[src/rtl/pampy_pkg.sv]
// Shared definitions for the pamPy stack core: op codes and error codes.
package pampy_pkg;

  localparam logic [2:0] OP_NOP   = 3'd0;
  localparam logic [2:0] OP_PUSH  = 3'd1;
  localparam logic [2:0] OP_POP   = 3'd2;
  localparam logic [2:0] OP_BINOP = 3'd3;
  localparam logic [2:0] OP_DUP   = 3'd4;
  localparam logic [2:0] OP_ROT2  = 3'd5;
  localparam logic [2:0] OP_ROT3  = 3'd6;
  localparam logic [2:0] OP_CLEAR = 3'd7;

  localparam logic [1:0] ERR_NONE = 2'd0;
  localparam logic [1:0] ERR_OVF  = 2'd1;
  localparam logic [1:0] ERR_UNF  = 2'd2;

endpackage

[src/rtl/pampy_stack_ram.sv]
// Spill storage for the operand stack: synchronous write, asynchronous read, no reset.
module pampy_stack_ram #(
  parameter int unsigned DataWidth = 8,
  parameter int unsigned Entries   = 13,
  parameter int unsigned AddrWidth = 4
) (
  input  logic                 clk_i,
  input  logic                 wr_en_i,
  input  logic [AddrWidth-1:0] wr_addr_i,
  input  logic [DataWidth-1:0] wr_data_i,
  input  logic [AddrWidth-1:0] rd_addr_i,
  output logic [DataWidth-1:0] rd_data_o
);

  logic [DataWidth-1:0] mem_q [Entries];

  // Write port: one spill per cycle at most.
  always_ff @(posedge clk_i) begin
    if (wr_en_i) begin
      mem_q[wr_addr_i] <= wr_data_i;
    end
  end

  assign rd_data_o = mem_q[rd_addr_i];

endmodule

[src/rtl/pampy_operand_stack.sv]
// Operand stack: top three entries cached in registers, the rest spilled to a small RAM.
// One op per cycle with overflow/underflow detection, sticky error code and high-water mark.
module pampy_operand_stack
  import pampy_pkg::*;
#(
  parameter  int DATA_WIDTH = 8,
  parameter  int DEPTH      = 16,
  localparam int CNT_WIDTH  = $clog2(DEPTH + 1)
) (
  input  logic                  clk,
  input  logic                  reset,
  input  logic                  op_valid,
  input  logic [2:0]            op_code,
  input  logic [DATA_WIDTH-1:0] din,
  output logic                  op_ready,
  output logic [DATA_WIDTH-1:0] tos_o,
  output logic [DATA_WIDTH-1:0] nos_o,
  output logic [DATA_WIDTH-1:0] third_o,
  output logic [CNT_WIDTH-1:0]  count_o,
  output logic [CNT_WIDTH-1:0]  hwm_o,
  output logic                  empty_o,
  output logic                  full_o,
  output logic                  err_o,
  output logic [1:0]            err_code_o
);

  localparam int RamEntries = DEPTH - 3;
  localparam int RamAw      = (RamEntries > 1) ? $clog2(RamEntries) : 1;

  localparam logic [CNT_WIDTH-1:0] CntDepth = CNT_WIDTH'(DEPTH);
  localparam logic [CNT_WIDTH-1:0] Cnt1     = CNT_WIDTH'(1);
  localparam logic [CNT_WIDTH-1:0] Cnt2     = CNT_WIDTH'(2);
  localparam logic [CNT_WIDTH-1:0] Cnt3     = CNT_WIDTH'(3);
  localparam logic [CNT_WIDTH-1:0] Cnt4     = CNT_WIDTH'(4);

  logic [DATA_WIDTH-1:0] tos_q, tos_d, nos_q, nos_d, third_q, third_d;
  logic [CNT_WIDTH-1:0]  cnt_q, cnt_d, hwm_q, hwm_d;
  logic                  err_q, err_d;
  logic [1:0]            code_q, code_d;

  logic                  legal;
  logic [1:0]            fault;
  logic                  ram_we;
  logic [RamAw-1:0]      ram_wr_addr, ram_rd_addr;
  logic [DATA_WIDTH-1:0] ram_rd_data, refill;

  // Spill slot for the current third entry is c-3; the entry that moves into third is at c-4.
  assign ram_wr_addr = RamAw'(cnt_q - Cnt3);
  assign ram_rd_addr = RamAw'(cnt_q - Cnt4);
  assign refill      = (cnt_q >= Cnt4) ? ram_rd_data : '0;

  pampy_stack_ram #(
    .DataWidth(DATA_WIDTH),
    .Entries  (RamEntries),
    .AddrWidth(RamAw)
  ) u_ram (
    .clk_i    (clk),
    .wr_en_i  (ram_we),
    .wr_addr_i(ram_wr_addr),
    .wr_data_i(third_q),
    .rd_addr_i(ram_rd_addr),
    .rd_data_o(ram_rd_data)
  );

  // Legality decode against the pre-op occupancy.
  always_comb begin
    legal = 1'b1;
    fault = ERR_NONE;
    unique case (op_code)
      OP_PUSH: begin
        if (cnt_q == CntDepth) begin
          legal = 1'b0;
          fault = ERR_OVF;
        end
      end
      OP_DUP: begin
        if (cnt_q < Cnt1) begin
          legal = 1'b0;
          fault = ERR_UNF;
        end else if (cnt_q == CntDepth) begin
          legal = 1'b0;
          fault = ERR_OVF;
        end
      end
      OP_POP: begin
        if (cnt_q < Cnt1) begin
          legal = 1'b0;
          fault = ERR_UNF;
        end
      end
      OP_BINOP, OP_ROT2: begin
        if (cnt_q < Cnt2) begin
          legal = 1'b0;
          fault = ERR_UNF;
        end
      end
      OP_ROT3: begin
        if (cnt_q < Cnt3) begin
          legal = 1'b0;
          fault = ERR_UNF;
        end
      end
      default: ;
    endcase
  end

  // Next-state for cache, counter, high-water mark and error latch.
  always_comb begin
    tos_d   = tos_q;
    nos_d   = nos_q;
    third_d = third_q;
    cnt_d   = cnt_q;
    hwm_d   = hwm_q;
    err_d   = err_q;
    code_d  = code_q;
    ram_we  = 1'b0;
    if (op_valid && !legal) begin
      err_d = 1'b1;
      // Only the first error is recorded.
      if (!err_q) begin
        code_d = fault;
      end
    end else if (op_valid) begin
      unique case (op_code)
        OP_PUSH, OP_DUP: begin
          tos_d   = (op_code == OP_DUP) ? tos_q : din;
          nos_d   = tos_q;
          third_d = nos_q;
          cnt_d   = cnt_q + Cnt1;
          ram_we  = (cnt_q >= Cnt3);
        end
        OP_POP: begin
          tos_d   = nos_q;
          nos_d   = third_q;
          third_d = refill;
          cnt_d   = cnt_q - Cnt1;
        end
        OP_BINOP: begin
          tos_d   = din;
          nos_d   = third_q;
          third_d = refill;
          cnt_d   = cnt_q - Cnt1;
        end
        OP_ROT2: begin
          tos_d = nos_q;
          nos_d = tos_q;
        end
        OP_ROT3: begin
          tos_d   = nos_q;
          nos_d   = third_q;
          third_d = tos_q;
        end
        OP_CLEAR: begin
          tos_d   = '0;
          nos_d   = '0;
          third_d = '0;
          cnt_d   = '0;
          hwm_d   = '0;
          err_d   = 1'b0;
          code_d  = ERR_NONE;
        end
        default: ;
      endcase
      if (cnt_d > hwm_d) begin
        hwm_d = cnt_d;
      end
    end
  end

  // State registers; reset overrides any op in flight.
  always_ff @(posedge clk or negedge reset) begin
    if (!reset) begin
      tos_q   <= '0;
      nos_q   <= '0;
      third_q <= '0;
      cnt_q   <= '0;
      hwm_q   <= '0;
      err_q   <= 1'b0;
      code_q  <= ERR_NONE;
    end else begin
      tos_q   <= tos_d;
      nos_q   <= nos_d;
      third_q <= third_d;
      cnt_q   <= cnt_d;
      hwm_q   <= hwm_d;
      err_q   <= err_d;
      code_q  <= code_d;
    end
  end

  assign op_ready   = reset;
  assign tos_o      = tos_q;
  assign nos_o      = nos_q;
  assign third_o    = third_q;
  assign count_o    = cnt_q;
  assign hwm_o      = hwm_q;
  assign empty_o    = (cnt_q == '0);
  assign full_o     = (cnt_q == CntDepth);
  assign err_o      = err_q;
  assign err_code_o = code_q;

endmodule

[config.mk]
export PLATFORM = sky130hd
export DESIGN_NAME = pampy_operand_stack
export DESIGN_NICKNAME = d
export VERILOG_FILES = /design/src/rtl/pampy_pkg.sv /design/src/rtl/pampy_stack_ram.sv /design/src/rtl/pampy_operand_stack.sv
export SDC_FILE = /design/constraint.sdc
export NUM_CORES = 1
export LEC_CHECK = 0
export CAP_MARGIN = 20
export CORE_ASPECT_RATIO = 0.5
export CORE_MARGIN = 10
export CORE_UTILIZATION = 63
export DETAILED_ROUTE_END_ITERATION = 10
export PLACE_DENSITY = 0.85
export RECOVER_POWER = 100
export SYNTH_ARGS = -nofsm -noshare
export SYNTH_HDL_FRONTEND = slang
export SYNTH_SLANG_ARGS = --single-unit
[constraint.sdc]
create_clock -name clk -period 6.7 [get_ports clk]
set_input_delay 2.01 -clock clk [delete_from_list [all_inputs] [get_ports clk]]
set_output_delay 2.01 -clock clk [all_outputs]
set_load 0.05 [all_outputs]
==> impl_metrics.toml <==
[place]
pre_cts_slack_ns = 1.04
postPlaceCellArea_sq_mm = 0.00744
dp_hpwl_microns = 10800
gp_congestion = 0.933
portBuffers = 53

[global_route]
grt.total_usage = 0.226
grt_max_degree = 45
grt_pass1_wl_microns = 27200
first_global_vias = 4504
antenna_found_initial = 1
grt-ovfl-total = 0

[logic_synthesis]
async_reset_ff_frac = 0.262
postSynthCellCount = 470
yosys.area.top_type = "edfxtp_1"
synth_edf_count = 104
yosys.area_share.simple = 0.0763
synth.mux.area_fraction = 0.131
synth_seq_cells = 141
synth_nets = 499
synth_area_sq_mm = 0.00674
synthXorXnorAreaFrac = 0.0117
yosysMostFrequentCell = "edfxtp_1"
synth_warnings = 0
synth-compound-area-share = 0.123
ys_seq_area_frac = 0.601
yosys.area_share.adder = 0.0295
postSynthAreaPerCell_sq_um = 14.3
synth_common_cells = "edfxtp_1 (104), dfrtp_1 (37), mux2_2 (27)"
synthDistinctLibCells = 54
synth_top_family_by_area = "multiplexers"
synth_top_area_share = 0.464
synth_area_leaders = "edfxtp_1 (46%), dfrtp_1 (14%), mux4_2 (8.0%)"
synthFlopType = "edfxtp_1"

[critical_path]
cp-start-kind = "input pin"
crit-reg2reg-capture = "hwm_o[3]"
end_kind = "flip-flop"
critical_path_class = "in -> reg"
critPathMaxFanout = 21
crit_start = "op_code[2]"
r2r_start = "count_o[0]"
crit_arrival_ns = 6.01
r2r_slack_ns = 1.94
reg2regPathDepth = 13
critical_path.endpoint = "hwm_o[3]"
worstPathRequired_ns = 7.01

[floorplan]
num_rows = 26
fp.dieW_microns = 166
die_h_microns = 93.1
ios = 54
core_area_sq_mm = 0.0103
dieArea_sq_mm = 0.0155
initial_core_util = 0.653

[sta]
tns_ns = 0
worst_slew_pin_slew_ns = 2.02
finalHoldViolCount = 0
fin_crit_ns = 5.71
clock_skew_ns = 0.00484
maxSlewViolCount = 38
finalSetupViolCount = 0
max_freq_mhz = 175
layout_setup_ws_ns = 0.994
slew_headroom = -0.349
rsz0062_at_grt = "no"
fin_crit_sh = 0.852

[clocking]
cts_resized = 0
ctsHoldBuffers = 0
path_clk_slew_ns = 0.06
cts_tree = "yes"
cts_buffers = 17
clk_latency_ns = 0.42
cts-root-buf = "clkbuf_16"
cts_buffer_depth = 2
cts_setup_buffers = 0
clkSinkCount = 141
htree_levels = 4

[power_and_ir_drop]
total_power_uw = 3670
power_leakage_uw = 0.00287
ir_drop_uv = 288
p_per_area_mw_per_mm2 = 465

[finish]
design_area_sq_mm = 0.00788
fin_nets = 557
fin_util = 0.764
layout-drive-gt1-share = 0.157
n_antenna_cell = 0
area_delta_synth_final_pct = 17.0

[run_status]
outcome = "finished, violations left"
failed_checks = "max-capacitance violations, max-slew violations"

[detailed_routing]
initialDrtViolationCount = 483
drc = 0
viasPerCell = 6.81
ant_nets = 0
via_count = 4638
routedWlPerCell_microns = 25.1
wirelength_microns = 17100
drt-pass1-iter-count = 6

[run]
drv_cap = 1

[min_path]
min_path_type = "reg -> reg"
report_power, final:
group	switching, uW	internal [uW]	leakage [uW]
Clock	377	478	0.000265
Sequential	192	1110	0.00143
Combinational	970	536	0.00117
stage by stage:
stage,cells,hold slack (ns)
final,681,0.518
after detailed placement,649,0.519
after floorplan,470,0.757
after CTS,681,0.532
after global routing,681,0.553
after global placement,649,0.514
cells by family (layout without fill, tap and decap cells):
| group | after synthesis | after routing |
|---|---|---|
| AND/OR/NAND/NOR | 96 | 96 |
| AO/OA/AOI/OAI | 111 | 111 |
| XOR/XNOR | 9 | 9 |
| buffers and inverters | 42 | 113 |
| multiplexers | 55 | 55 |
| adder cells (fa/ha/maj) | 16 | 16 |
| flip-flops | 141 | 141 |
cells in the final DEF, fill, tap and decap left out, drive strengths merged, types with 12 or more instances in the layout:
cell	count
a211oi	12
nand2	23
clkdlybuf4s50	12
edfxtp	104
a21oi	20
dfrtp	37
clkbuf	35
ha	15
dlygate4sd3	40
mux2	27
nor2b	17
mux4	24
inv	14
routing by layer:
metal | GRT usage | vias up | wire, microns
li1 | - | 2001 | -
met1 | 0.319 | 2296 | 7300
met2 | 0.329 | 305 | 7560
met3 | 0.0618 | 34 | 1890
met4 | 0.0858 | 2 | 335
met5 | 0 | - | 13
worst max-delay path: stages:
cell,delay (ns)
dlygate4sd3_1,1.08
clkbuf_1,0.63
nand2b_1,0.25
o21ai_0,0.14
a221oi_1,0.11
a21oi_1,0.29
ha_1,0.30
nand3_1,0.08
o22ai_1,0.07
a21oi_1,0.40
o221ai_1,0.35
a32o_1,0.29
flip-flops by register name, summed over array words and instances (netlist names):
signal and flops:
hwm_o 5, err_o 1, nos_o 8, u_ram.mem_q 104, err_code_o 2, tos_o 8, third_o 8, count_o 5
cell type report:
cell class / instances / area, sq um
Clock buffer: 17 / 425
Clock inverter: 15 / 113
Fill cell: 608 / 2430
Inverter: 8 / 30.0
Multi-Input combinational cell: 287 / 2470
Sequential cell: 141 / 4050
Tap cell: 140 / 175
Timing Repair Buffer: 73 / 612
worst min path at each step:
stage / start / slack [ns] / to / cells after the start
global placement: hwm_o[1] / 0.51 / hwm_o[1] / 1
finish: err_o / 0.52 / err_o / 1
global route: err_code_o[1] / 0.55 / err_code_o[1] / 2
CTS: err_o / 0.53 / err_o / 1
detailed placement: err_o / 0.52 / err_o / 1
floorplan: err_code_o[0] / 0.76 / err_code_o[0] / 2
Note: power is estimated with default switching activity, not from simulation.
